**src/rtl/systolic_ctrl.sv**
```systemverilog
// systolic_ctrl: tile sequencer on the driving side of the systolic MAC array.
// Feeds weight/data SRAM read addresses and alu_start/cycle_num through one
// tile computation, then drains the array one result row at a time over a
// valid/ready interface towards the output-buffer writer.
//
// Ports:
//   clk, srst                  clock, synchronous active-high reset
//   start, rd_base, wr_base    tile request and its base addresses
//   busy, done                 tile in flight / one-cycle completion pulse
//   sram_raddr_w/_d            weight/data SRAM read address (identical)
//   alu_start, cycle_num       array enable and compute cycle index
//   matrix_index, mul_outcome  array row select and its combinational result
//   out_valid/out_ready        result row handshake
//   out_data, out_addr         registered result row and its write address
//
// Build option: define SYSTOLIC_CTRL_RELU_EN to clamp negative lanes of each
// captured row to zero (timing is identical in both builds).
module systolic_ctrl #(
  parameter int unsigned ARRAY_SIZE    = 16,
  parameter int unsigned OUTCOME_WIDTH = 29,
  parameter int unsigned ADDR_WIDTH    = 10,
  parameter int unsigned FEED_LEN      = 16,
  parameter int unsigned CYCLE_LAST    = 48
) (
  input  logic                                clk,
  input  logic                                srst,
  input  logic                                start,
  input  logic [ADDR_WIDTH-1:0]               rd_base,
  input  logic [ADDR_WIDTH-1:0]               wr_base,
  output logic                                busy,
  output logic                                done,
  output logic [ADDR_WIDTH-1:0]               sram_raddr_w,
  output logic [ADDR_WIDTH-1:0]               sram_raddr_d,
  output logic                                alu_start,
  output logic [8:0]                          cycle_num,
  output logic [5:0]                          matrix_index,
  input  logic [ARRAY_SIZE*OUTCOME_WIDTH-1:0] mul_outcome,
  output logic                                out_valid,
  input  logic                                out_ready,
  output logic [ARRAY_SIZE*OUTCOME_WIDTH-1:0] out_data,
  output logic [ADDR_WIDTH-1:0]               out_addr
);

  localparam int unsigned DATA_W = ARRAY_SIZE * OUTCOME_WIDTH;
  localparam int unsigned ROW_W  = $clog2(ARRAY_SIZE + 1);

  typedef enum logic [1:0] {IDLE, PRE, FEED, DRAIN} state_t;

  state_t                  state;
  logic [ADDR_WIDTH-1:0]   rd_base_q;
  logic [ADDR_WIDTH-1:0]   wr_base_q;
  logic [ADDR_WIDTH-1:0]   raddr_q;
  logic [ROW_W-1:0]        row_cnt;     // rows captured so far in DRAIN
  logic [DATA_W-1:0]       capture_data;
  logic                    all_captured;

  // Both SRAMs are read at the same address from one register.
  assign sram_raddr_w = raddr_q;
  assign sram_raddr_d = raddr_q;

  assign all_captured = (row_cnt == ROW_W'(ARRAY_SIZE));

  // Row value as it will be registered into out_data.
  always_comb begin
    capture_data = mul_outcome;
`ifdef SYSTOLIC_CTRL_RELU_EN
    for (int unsigned i = 0; i < ARRAY_SIZE; i++) begin
      if (mul_outcome[i*OUTCOME_WIDTH + OUTCOME_WIDTH - 1]) begin
        capture_data[i*OUTCOME_WIDTH +: OUTCOME_WIDTH] = '0;
      end
    end
`endif
  end

  // Sequencer FSM with registered outputs.
  always_ff @(posedge clk) begin
    if (srst) begin
      state        <= IDLE;
      rd_base_q    <= '0;
      wr_base_q    <= '0;
      raddr_q      <= '0;
      row_cnt      <= '0;
      busy         <= 1'b0;
      done         <= 1'b0;
      alu_start    <= 1'b0;
      cycle_num    <= '0;
      matrix_index <= '0;
      out_valid    <= 1'b0;
      out_data     <= '0;
      out_addr     <= '0;
    end else begin
      done <= 1'b0;
      case (state)
        IDLE: begin
          // A start coinciding with the done pulse is dropped.
          if (start && !done) begin
            rd_base_q <= rd_base;
            wr_base_q <= wr_base;
            raddr_q   <= rd_base;
            busy      <= 1'b1;
            state     <= PRE;
          end
        end
        PRE: begin
          // Data for rd_base arrives together with the first FEED cycle.
          raddr_q   <= raddr_q + ADDR_WIDTH'(1);
          alu_start <= 1'b1;
          cycle_num <= '0;
          state     <= FEED;
        end
        FEED: begin
          cycle_num <= cycle_num + 9'd1;
          if (raddr_q != rd_base_q + ADDR_WIDTH'(FEED_LEN - 1)) begin
            raddr_q <= raddr_q + ADDR_WIDTH'(1);
          end
          if (cycle_num == 9'(CYCLE_LAST)) begin
            alu_start    <= 1'b0;
            cycle_num    <= cycle_num;
            matrix_index <= '0;
            row_cnt      <= '0;
            state        <= DRAIN;
          end
        end
        DRAIN: begin
          if (out_valid && out_ready && all_captured) begin
            // Last row handed over: close the tile.
            out_valid    <= 1'b0;
            out_data     <= '0;
            out_addr     <= '0;
            done         <= 1'b1;
            busy         <= 1'b0;
            cycle_num    <= '0;
            matrix_index <= '0;
            raddr_q      <= '0;
            row_cnt      <= '0;
            state        <= IDLE;
          end else if ((!out_valid || out_ready) && !all_captured) begin
            // One-deep output register: refill when empty or being drained.
            out_data  <= capture_data;
            out_addr  <= wr_base_q + ADDR_WIDTH'(row_cnt);
            out_valid <= 1'b1;
            row_cnt   <= row_cnt + ROW_W'(1);
            if (row_cnt != ROW_W'(ARRAY_SIZE - 1)) begin
              matrix_index <= matrix_index + 6'd1;
            end
          end
        end
        default: state <= IDLE;
      endcase
    end
  end

endmodule
```
**config.mk**
```make
export PLATFORM = sky130hd
export DESIGN_NAME = systolic_ctrl
export DESIGN_NICKNAME = d
export VERILOG_FILES = /design/src/rtl/systolic_ctrl.sv
export SDC_FILE = /design/constraint.sdc
export NUM_CORES = 1
export LEC_CHECK = 0
export ABC_CLOCK_PERIOD_IN_PS = 2600
export BUFFER_PORTS_ARGS = -buffer_cell sky130_fd_sc_hd__clkbuf_2
export CAP_MARGIN = 25
export CORE_AREA = 2 2 386 388
export CTS_BUF_LIST = sky130_fd_sc_hd__clkbuf_4 sky130_fd_sc_hd__clkbuf_8
export CTS_CLUSTER_SIZE = 14
export DETAILED_ROUTE_END_ITERATION = 8
export DIE_AREA = 0 0 388 390
export GPL_TIMING_DRIVEN = 0
export PLACE_DENSITY_LB_ADDON = 0.1
export SYNTH_ARGS = -nofsm -noshare
export SYNTH_HDL_FRONTEND = slang
export SYNTH_SLANG_ARGS = --single-unit
```
**constraint.sdc**
```tcl
create_clock -name clk -period 2.6 [get_ports clk]
set_input_delay 0.52 -clock clk [delete_from_list [all_inputs] [get_ports clk]]
set_output_delay 0.52 -clock clk [all_outputs]
set_load 0.02 [all_outputs]
```
==> report_table.html, run 1 <==
<table>
<tr><th>Metric</th><th>Value</th></tr>
<tr><th colspan="2">Status</th></tr>
<tr><td>Status</td><td>finished, final reports clean</td></tr>
<tr><th colspan="2">Clocking</th></tr>
<tr><td>Deepest level of the CTS H-tree</td><td>3</td></tr>
<tr><td>CTS Root Buffer Type</td><td>sky130_fd_sc_hd__clkbuf_8</td></tr>
<tr><td>Clock tree buffer depth</td><td>3</td></tr>
<tr><td>Total clock buffers created by CTS</td><td>approximately 110</td></tr>
<tr><td>Clock transition at the register clock pins on the worst setup and hold paths after CTS</td><td>0.06 ns</td></tr>
<tr><td>Clock tree from TritonCTS</td><td>yes</td></tr>
<tr><td>Clock latency at the later pin of the worst-skew pair</td><td>about 0.8 ns</td></tr>
<tr><td>Clock Sinks</td><td>530</td></tr>
<tr><th colspan="2">Drt</th></tr>
<tr><td>Number of vias per cell after detailed routing</td><td>~4</td></tr>
<tr><td>Average routed wire per standard cell</td><td>around 20 um</td></tr>
<tr><td>Total Routed Length</td><td>between 100000 and 150000 um</td></tr>
<tr><td>Detailed router's first-iteration violation count</td><td>921</td></tr>
<tr><td>Vias</td><td>around 24000</td></tr>
<tr><td>Number of iterations in the first detailed-routing pass</td><td>5</td></tr>
<tr><td>Post-route DRC</td><td>0</td></tr>
<tr><td>Antenna Nets Post-Route</td><td>0</td></tr>
<tr><th colspan="2">Synth</th></tr>
<tr><td>Most used standard cell by instance count after synthesis</td><td>sky130_fd_sc_hd__nand2_1</td></tr>
<tr><td>Register area share after synthesis</td><td>between 50 and 60%</td></tr>
<tr><td>Synth Cell Area</td><td>slightly above 0.02 mm2</td></tr>
<tr><td>Synthesized net count</td><td>3023</td></tr>
<tr><td>Post-synthesis cell type count</td><td>66</td></tr>
<tr><td>Yosys reg bits</td><td>530</td></tr>
<tr><td>Async set or reset register ratio after synthesis</td><td>0%</td></tr>
<tr><td>Most used DFF post-synth</td><td>sky130_fd_sc_hd__dfxtp_1</td></tr>
<tr><td>Most frequent cells after synthesis</td><td>sky130_fd_sc_hd__nand2_1 (535), sky130_fd_sc_hd__dfxtp_1 (530), sky130_fd_sc_hd__a21oi_1 (506), sky130_fd_sc_hd__nand3_1 (481), sky130_fd_sc_hd__clkbuf_1 (205)</td></tr>
<tr><td>Avg Inst Size Synth</td><td>between 8 and 9 um2</td></tr>
<tr><td>Synth Warn #</td><td>0</td></tr>
<tr><td>Leading post-synthesis cells by cell area</td><td>sky130_fd_sc_hd__dfxtp_1 (53%), sky130_fd_sc_hd__a21oi_1 (13%), sky130_fd_sc_hd__nand3_1 (12%)</td></tr>
<tr><td>Largest area contributor in the netlist</td><td>sky130_fd_sc_hd__dfxtp_1</td></tr>
<tr><td>Number of enable flip-flop cells after synthesis</td><td>0</td></tr>
<tr><td>Post-synthesis instance total</td><td>around 2500</td></tr>
<tr><td>Proportion of netlist area held by the largest area contributor</td><td>about 53%</td></tr>
<tr><th colspan="2">STA</th></tr>
<tr><td>Max Slew Vio Count</td><td>0</td></tr>
<tr><td>Final min period</td><td>2.49 ns</td></tr>
<tr><td>Worst hold slack</td><td>between 0.1 and 0.15 ns</td></tr>
<tr><td>Slew at the pin closest to its max-slew limit</td><td>around 0.9 ns</td></tr>
<tr><td>Final hold violation count</td><td>0</td></tr>
<tr><td>Count of endpoints failing setup in the final report</td><td>0</td></tr>
<tr><td>Slew headroom</td><td>roughly two fifths</td></tr>
<tr><td>Largest clock skew in the final design</td><td>roughly 0.045 ns</td></tr>
<tr><td>Share of the clock period used by the worst path</td><td>between 90% and 100%</td></tr>
<tr><td>Max Clk Rate</td><td>between 400 and 500 MHz</td></tr>
<tr><th colspan="2">Placement</th></tr>
<tr><td>Gp weighted congestion</td><td>roughly 0.83</td></tr>
<tr><td>HPWL Detailed</td><td>just under 100000 um</td></tr>
<tr><td>Instance area at placement</td><td>roughly 0.028 mm2</td></tr>
<tr><td>Number of port buffers</td><td>approximately 1000</td></tr>
<tr><th colspan="2">Global route</th></tr>
<tr><td>Total track usage</td><td>15.9%</td></tr>
<tr><td>Initial antenna violation count</td><td>19</td></tr>
<tr><td>Total grt overflow</td><td>0</td></tr>
<tr><td>Largest net degree at the start of global routing</td><td>18</td></tr>
<tr><td>Global-route wire length before repair</td><td>approximately 180000 um</td></tr>
<tr><td>Via count of the first global-routing pass</td><td>around 25000</td></tr>
<tr><th colspan="2">Worst setup path</th></tr>
<tr><td>Worst setup EP type</td><td>flop</td></tr>
<tr><td>Slowest CP cell</td><td>sky130_fd_sc_hd__a311o_2</td></tr>
<tr><td>CP arrival</td><td>approximately 3.1 ns</td></tr>
<tr><td>Reg-to-reg slack, setup</td><td>about 0.11 ns</td></tr>
<tr><td>Critical path depth</td><td>10</td></tr>
<tr><td>Number of cells on the worst reg-to-reg path</td><td>10</td></tr>
<tr><td>Highest net fanout along the worst path</td><td>7</td></tr>
<tr><td>Combined buffer and inverter count along the critical path</td><td>3</td></tr>
<tr><td>List of cells traversed by the critical path</td><td>buf_6 &gt; inv_1 &gt; ha_2 &gt; or3b_4 &gt; nand2b_1 &gt; nor4b_1 &gt; a311o_2 &gt; buf_4 &gt; a221oi_1 &gt; o32ai_1</td></tr>
<tr><td>Req. time, crit path</td><td>~3.2 ns</td></tr>
<tr><td>Category of cells accounting for the largest share of critical-path delay</td><td>compound AO/OA/AOI/OAI gates</td></tr>
<tr><td>Kind of start point of the critical path</td><td>flop</td></tr>
<tr><td>Crit Path Category</td><td>reg -&gt; reg</td></tr>
<tr><td>Largest stage delay on the critical path</td><td>between 0.4 and 0.5 ns</td></tr>
<tr><th colspan="2">Floorplan</th></tr>
<tr><td>I/O pin cnt</td><td>roughly 1000</td></tr>
<tr><td>Row count</td><td>141</td></tr>
<tr><td>Effective utilization at floorplan</td><td>a little over an eighth</td></tr>
<tr><td>Floorplan die area</td><td>0.151 mm2</td></tr>
<tr><td>Width of the die</td><td>just under 400 um</td></tr>
<tr><td>Core area</td><td>approximately 0.15 mm2</td></tr>
<tr><td>Die outline height</td><td>390 um</td></tr>
<tr><th colspan="2">Power and ir drop</th></tr>
<tr><td>Peak supply drop</td><td>a little over 400 uV</td></tr>
<tr><td>Leakage power summed over all cells</td><td>14.5 nW</td></tr>
<tr><td>Cell area power density</td><td>750 mW/mm2</td></tr>
<tr><td>Total Power Consumption</td><td>roughly 26 mW</td></tr>
<tr><th colspan="2">Final layout</th></tr>
<tr><td>Fin nets</td><td>4632</td></tr>
<tr><td>Share of layout cells above drive strength 1</td><td>32.3%</td></tr>
<tr><td>Area Overhead vs Synth</td><td>75.0%</td></tr>
<tr><td>Final non-filler cell area</td><td>~0.035 mm2</td></tr>
<tr><th colspan="2">Run</th></tr>
<tr><td>Max-Cap Viols</td><td>0</td></tr>
<tr><th colspan="2">Hold path</th></tr>
<tr><td>Hold crit path type</td><td>in -&gt; reg</td></tr>
<tr><td>Min-Delay Path Depth</td><td>3</td></tr>
</table>
==> area by class of cell <==
cell class,instances,area (um2)
clock inverters,14,231
multi-input cells,1730,8600
well taps,1930,2410
inverters,20,75.1
flip-flops and latches,530,10600
clock buffers,189,2280
fillers,16700,112000
plain buffers,235,1130
repair buffers,1495,9960
diodes,12,30.0
==> through the flow <==
step / utilization [%] / setup TNS, ns / cells / setup slack (ns)
2_1_floorplan: - / 0 / 2517 / 0.267
3_3_place_gp: 18.8 / -831.25 / 5446 / -2.05
3_5_place_dp: 18.8 / -393.02 / 5452 / -1.28
4_1_cts: 23.9 / 0 / 6138 / 0.000414
5_1_grt: 24.0 / -0.0130 / 6150 / -0.00772
6_report: 24.0 / 0 / 6155 / 0.108
==> final timing paths <==
path,from,to
setup reg to reg,rd_base_q[0],sram_raddr_d[6]
setup / recovery,rd_base_q[0],sram_raddr_d[6]
hold / removal,mul_outcome[387],out_data[387]
hold reg to reg,out_data[403],out_data[403]
==> metal layers <==
metal	vias up	track usage, %	share of wire, %
li1	11900	-	-
met5	-	0	0.092
met4	16	4.65	2.8
met1	11400	18.9	42
met3	201	4.82	6.5
met2	738	27.4	49
==> state kept, by name (all words and copies together) (netlist names) <==
register      cells
out_data        464
out_addr         10
rd_base_q        10
sram_raddr_d     10
wr_base_q        10
cycle_num         9
matrix_index      6
row_cnt           5
state             2
alu_start         1
busy              1
done              1
out_valid         1
==> kinds of logic after synthesis <==
kind of cell | share of synthesized area, %
adders and majority gates | 1.15
DFF | 52.6
AOI/OAI and AO/OA | 15.4
buffers and inverters | 5.08
and+or+nand+nor | 24.1
xor gates and xnor gates | 1.43
muxes | 0.248
==> cells in the final DEF, fill, tap and decap left out, types with 9 or more instances in the layout <==
| cell type | netlist | routed |
|---|---|---|
| sky130_fd_sc_hd__clkbuf_2 | 1 | 1070 |
| sky130_fd_sc_hd__nand2_1 | 535 | 535 |
| sky130_fd_sc_hd__dfxtp_1 | 530 | 528 |
| sky130_fd_sc_hd__a21oi_1 | 506 | 506 |
| sky130_fd_sc_hd__nand3_1 | 481 | 480 |
| sky130_fd_sc_hd__dlygate4sd3_1 | 0 | 478 |
| sky130_fd_sc_hd__clkbuf_8 | 0 | 138 |
| sky130_fd_sc_hd__clkbuf_1 | 205 | 114 |
| sky130_fd_sc_hd__clkbuf_4 | 0 | 69 |
| sky130_fd_sc_hd__nor2_1 | 34 | 34 |
| sky130_fd_sc_hd__buf_4 | 10 | 24 |
| sky130_fd_sc_hd__xnor2_1 | 20 | 20 |
| sky130_fd_sc_hd__inv_1 | 19 | 19 |
| sky130_fd_sc_hd__ha_1 | 17 | 16 |
| sky130_fd_sc_hd__xor2_1 | 13 | 13 |
| sky130_fd_sc_hd__diode_2 | 0 | 12 |
| sky130_fd_sc_hd__buf_2 | 3 | 12 |
| sky130_fd_sc_hd__o21ai_0 | 11 | 10 |
| sky130_fd_sc_hd__nor3_1 | 9 | 9 |
| sky130_fd_sc_hd__a22oi_1 | 9 | 9 |
==> worst reg2reg max path, cell delays in order (launching register included) <==
cell and delay [ns]:
sky130_fd_sc_hd__dfxtp_1 0.31, sky130_fd_sc_hd__buf_6 0.13, sky130_fd_sc_hd__inv_1 0.06, sky130_fd_sc_hd__ha_2 0.21, sky130_fd_sc_hd__or3b_4 0.43, sky130_fd_sc_hd__nand2b_1 0.09, sky130_fd_sc_hd__nor4b_1 0.05, sky130_fd_sc_hd__a311o_2 0.44
sky130_fd_sc_hd__buf_4 0.17, sky130_fd_sc_hd__a221oi_1 0.31, sky130_fd_sc_hd__o32ai_1 0.14
==> repair_timing <==
action                     4_1_cts  5_1_grt
buffers inserted                 6        6
setup endpoints to repair      496      405
gates resized for setup         82      102
hold buffers                   478        0
gates cloned                     1        0
pin swaps                        2        1
hold endpoints to repair       478        0
==> report_power, final <==
| part | internal [mW] | total, mW | switching [mW] |
|---|---|---|---|
| combinational | 2.52 | 6.78 | 4.26 |
| clock | 5.89 | 10.2 | 4.30 |
| sequential | 8.89 | 9.50 | 0.617 |
| total | 17.3 | 26.5 | 9.18 |
No activity file was read; power rests on OpenSTA's default activity.
==> inputs of run 2 (changes only) <==
--- a/config.mk
+++ b/config.mk
@@ -5,7 +5,7 @@
 export SDC_FILE = /design/constraint.sdc
 export NUM_CORES = 1
 export LEC_CHECK = 0
-export ABC_CLOCK_PERIOD_IN_PS = 2600
+export ABC_CLOCK_PERIOD_IN_PS = 2800
 export BUFFER_PORTS_ARGS = -buffer_cell sky130_fd_sc_hd__clkbuf_2
 export CAP_MARGIN = 25
 export CORE_AREA = 2 2 386 388
==> constraint.sdc (replaced) <==
create_clock -name clk -period 2.8 [get_ports clk]
set_input_delay 0.7 -clock clk [delete_from_list [all_inputs] [get_ports clk]]
set_output_delay 0.7 -clock clk [all_outputs]
set_load 0.02 [all_outputs]
==> report_table.html, run 2 (synthesis gave the netlist of run 1 again) <==
<table>
<tr><th>Metric</th><th>Value</th></tr>
<tr><th colspan="2">Clocking</th></tr>
<tr><td>Clock latency at the later pin of the worst-skew pair</td><td>~0.82 ns</td></tr>
<tr><td>Clock tree from TritonCTS</td><td>yes</td></tr>
<tr><td>Clock Sinks</td><td>530</td></tr>
<tr><td>Deepest level of the CTS H-tree</td><td>3</td></tr>
<tr><td>CTS Root Buffer Type</td><td>sky130_fd_sc_hd__clkbuf_8</td></tr>
<tr><td>Total clock buffers created by CTS</td><td>114</td></tr>
<tr><td>Clock tree buffer depth</td><td>3</td></tr>
<tr><td>Clock transition at the register clock pins on the worst setup and hold paths after CTS</td><td>~0.060 ns</td></tr>
<tr><th colspan="2">STA</th></tr>
<tr><td>Max Clk Rate</td><td>377 MHz</td></tr>
<tr><td>Final min period</td><td>between 2 and 3 ns</td></tr>
<tr><td>Count of endpoints failing setup in the final report</td><td>0</td></tr>
<tr><td>Slew headroom</td><td>41.9%</td></tr>
<tr><td>Max Slew Vio Count</td><td>0</td></tr>
<tr><td>Largest clock skew in the final design</td><td>slightly above 0.05 ns</td></tr>
<tr><td>Final hold violation count</td><td>0</td></tr>
<tr><td>Slew at the pin closest to its max-slew limit</td><td>approximately 0.87 ns</td></tr>
<tr><td>Setup repair after global routing missed its margin</td><td>yes</td></tr>
<tr><td>Share of the clock period used by the worst path</td><td>between 90% and 100%</td></tr>
<tr><th colspan="2">Global route</th></tr>
<tr><td>Global-route wire length before repair</td><td>around 170000 um</td></tr>
<tr><td>Initial antenna violation count</td><td>19</td></tr>
<tr><td>Total track usage</td><td>between 15 and 20%</td></tr>
<tr><td>Total grt overflow</td><td>0</td></tr>
<tr><td>Largest net degree at the start of global routing</td><td>18</td></tr>
<tr><td>Via count of the first global-routing pass</td><td>23300</td></tr>
<tr><th colspan="2">Drt</th></tr>
<tr><td>Antenna Nets Post-Route</td><td>0</td></tr>
<tr><td>M1 WL</td><td>approximately 51000 um</td></tr>
<tr><td>Detailed router's first-iteration violation count</td><td>962</td></tr>
<tr><td>Vias</td><td>roughly 23000</td></tr>
<tr><td>Total Routed Length</td><td>approximately 120000 um</td></tr>
<tr><td>Uppermost routed layer</td><td>met5</td></tr>
<tr><td>Number of vias per cell after detailed routing</td><td>between 3 and 4</td></tr>
<tr><td>Met2 wire length</td><td>~61000 um</td></tr>
<tr><td>Average routed wire per standard cell</td><td>roughly 21 um</td></tr>
<tr><td>Routed met3 length</td><td>9270 um</td></tr>
<tr><td>Number of iterations in the first detailed-routing pass</td><td>5</td></tr>
<tr><td>Post-route DRC</td><td>0</td></tr>
<tr><th colspan="2">Final layout</th></tr>
<tr><td>Final non-filler cell area</td><td>0.0315 mm2</td></tr>
<tr><td>Commonest non-fill, non-tap cell in the layout</td><td>sky130_fd_sc_hd__clkbuf_2</td></tr>
<tr><td>Highest-count cells in the layout ignoring fill and taps</td><td>sky130_fd_sc_hd__clkbuf_2 (1054), sky130_fd_sc_hd__nand2_1 (535), sky130_fd_sc_hd__dfxtp_1 (530)</td></tr>
<tr><td>Share of layout cells above drive strength 1</td><td>approximately a third</td></tr>
<tr><td>Number of flip-flops under the largest register name</td><td>between 400 and 500</td></tr>
<tr><td>Area Overhead vs Synth</td><td>55.9%</td></tr>
<tr><td>Register with the most flip-flops</td><td>out_data</td></tr>
<tr><td>Fin nets</td><td>4256</td></tr>
<tr><th colspan="2">Placement</th></tr>
<tr><td>Number of port buffers</td><td>around 1000</td></tr>
<tr><td>Instance area at placement</td><td>around 0.028 mm2</td></tr>
<tr><td>HPWL Detailed</td><td>roughly 100000 um</td></tr>
<tr><td>Gp weighted congestion</td><td>between 0.8 and 0.9</td></tr>
<tr><th colspan="2">Worst setup path</th></tr>
<tr><td>Crit Path Category</td><td>reg -&gt; reg</td></tr>
<tr><td>Req. time, crit path</td><td>approximately 3.5 ns</td></tr>
<tr><td>CP arrival</td><td>3.35 ns</td></tr>
<tr><td>Kind of start point of the critical path</td><td>flop</td></tr>
<tr><td>Source of the critical timing path</td><td>row_cnt[0]</td></tr>
<tr><td>Worst setup EP type</td><td>flop</td></tr>
<tr><td>Crit Reg-Reg Startpoint</td><td>row_cnt[0]</td></tr>
<tr><td>Highest net fanout along the worst path</td><td>10</td></tr>
<tr><th colspan="2">Hold path</th></tr>
<tr><td>Hold crit path type</td><td>in -&gt; reg</td></tr>
<tr><td>Startpoint of the most critical hold path</td><td>mul_outcome[68]</td></tr>
<tr><th colspan="2">Power and ir drop</th></tr>
<tr><td>Leakage power summed over all cells</td><td>around 13 nW</td></tr>
<tr><td>Cell area power density</td><td>around 760 mW/mm2</td></tr>
<tr><td>Peak supply drop</td><td>between 300 and 400 uV</td></tr>
<tr><td>Total Power Consumption</td><td>approximately 24 mW</td></tr>
<tr><th colspan="2">Run</th></tr>
<tr><td>Max-Cap Viols</td><td>0</td></tr>
<tr><th colspan="2">Floorplan</th></tr>
<tr><td>Row count</td><td>roughly 140</td></tr>
<tr><td>I/O pin cnt</td><td>1001</td></tr>
<tr><td>Width of the die</td><td>between 300 and 400 um</td></tr>
<tr><td>Floorplan die area</td><td>between 0.15 and 0.2 mm2</td></tr>
<tr><td>Effective utilization at floorplan</td><td>a little over an eighth</td></tr>
<tr><td>Core area</td><td>~0.15 mm2</td></tr>
<tr><td>Die outline height</td><td>between 300 and 400 um</td></tr>
<tr><th colspan="2">Status</th></tr>
<tr><td>Status</td><td>finished, final reports clean</td></tr>
</table>
==> run 2: layout make-up <==
| class | instances | area, um2 |
|---|---|---|
| Sequential cell | 530 | 10600 |
| Fill cell | 16900 | 116000 |
| Antenna cell | 17 | 42.5 |
| Clock inverter | 14 | 231 |
| Inverter | 20 | 75.1 |
| Timing Repair Buffer | 1121 | 6220 |
| Buffer | 234 | 1030 |
| Clock buffer | 189 | 2280 |
| Multi-Input combinational cell | 1729 | 8570 |
| Tap cell | 1930 | 2410 |
==> run 2: repair_timing <==
action | 4_1_cts | 5_1_grt
gates resized for setup | 47 | 66
hold buffers | 112 | 0
endpoints found under the setup margin | 485 | 194
endpoints found under the hold margin | 112 | 0
pin swaps | 2 | 0
buffers inserted | 3 | 1
==> run 2: report_power, final <==
group	internal, mW	switching (mW)	total, mW
Sequential	8.25	0.570	8.82
Combinational	1.91	3.80	5.72
Clock	5.47	3.97	9.45
==> run 2: routing by layer <==
layer,up-vias,track usage [%]
met5,-,0
met4,12,3.91
met3,164,5.14
met2,694,27.1
met1,10700,18.4
li1,11200,-
==> run 2: per-stage QoR <==
stage	setup WS, ns	hold slack, ns	instances	setup TNS (ns)	util, %
after floorplan	0.467	0.441	2517	0	-
after global placement	-1.85	0.439	5446	-733.31	18.8
after detailed placement	-1.08	0.443	5452	-296.00	18.8
after CTS	0.0337	0.000105	5766	0	21.3
after global routing	-0.0501	0.0365	5777	-0.307	21.4
final	0.145	0.131	5784	0	21.4
==> run 2: path summary, 6_finish.rpt <==
path,endpoint,depth (start not counted),slack (ns)
max reg2reg,out_data[298],9,0.15
max,out_data[298],9,0.15
min,out_data[68],3,0.13
min reg2reg,out_data[13],2,0.45
==> run 2: worst max-delay path, stage by stage (launching register included) <==
cell and delay, ns:
sky130_fd_sc_hd__dfxtp_1 0.46, sky130_fd_sc_hd__inv_1 0.07, sky130_fd_sc_hd__ha_1 0.20, sky130_fd_sc_hd__nand4bb_1 0.08, sky130_fd_sc_hd__buf_2 0.20, sky130_fd_sc_hd__or2_4 0.35
sky130_fd_sc_hd__clkbuf_4 0.37, sky130_fd_sc_hd__buf_1 0.43, sky130_fd_sc_hd__nand3_1 0.23, sky130_fd_sc_hd__a21oi_1 0.18
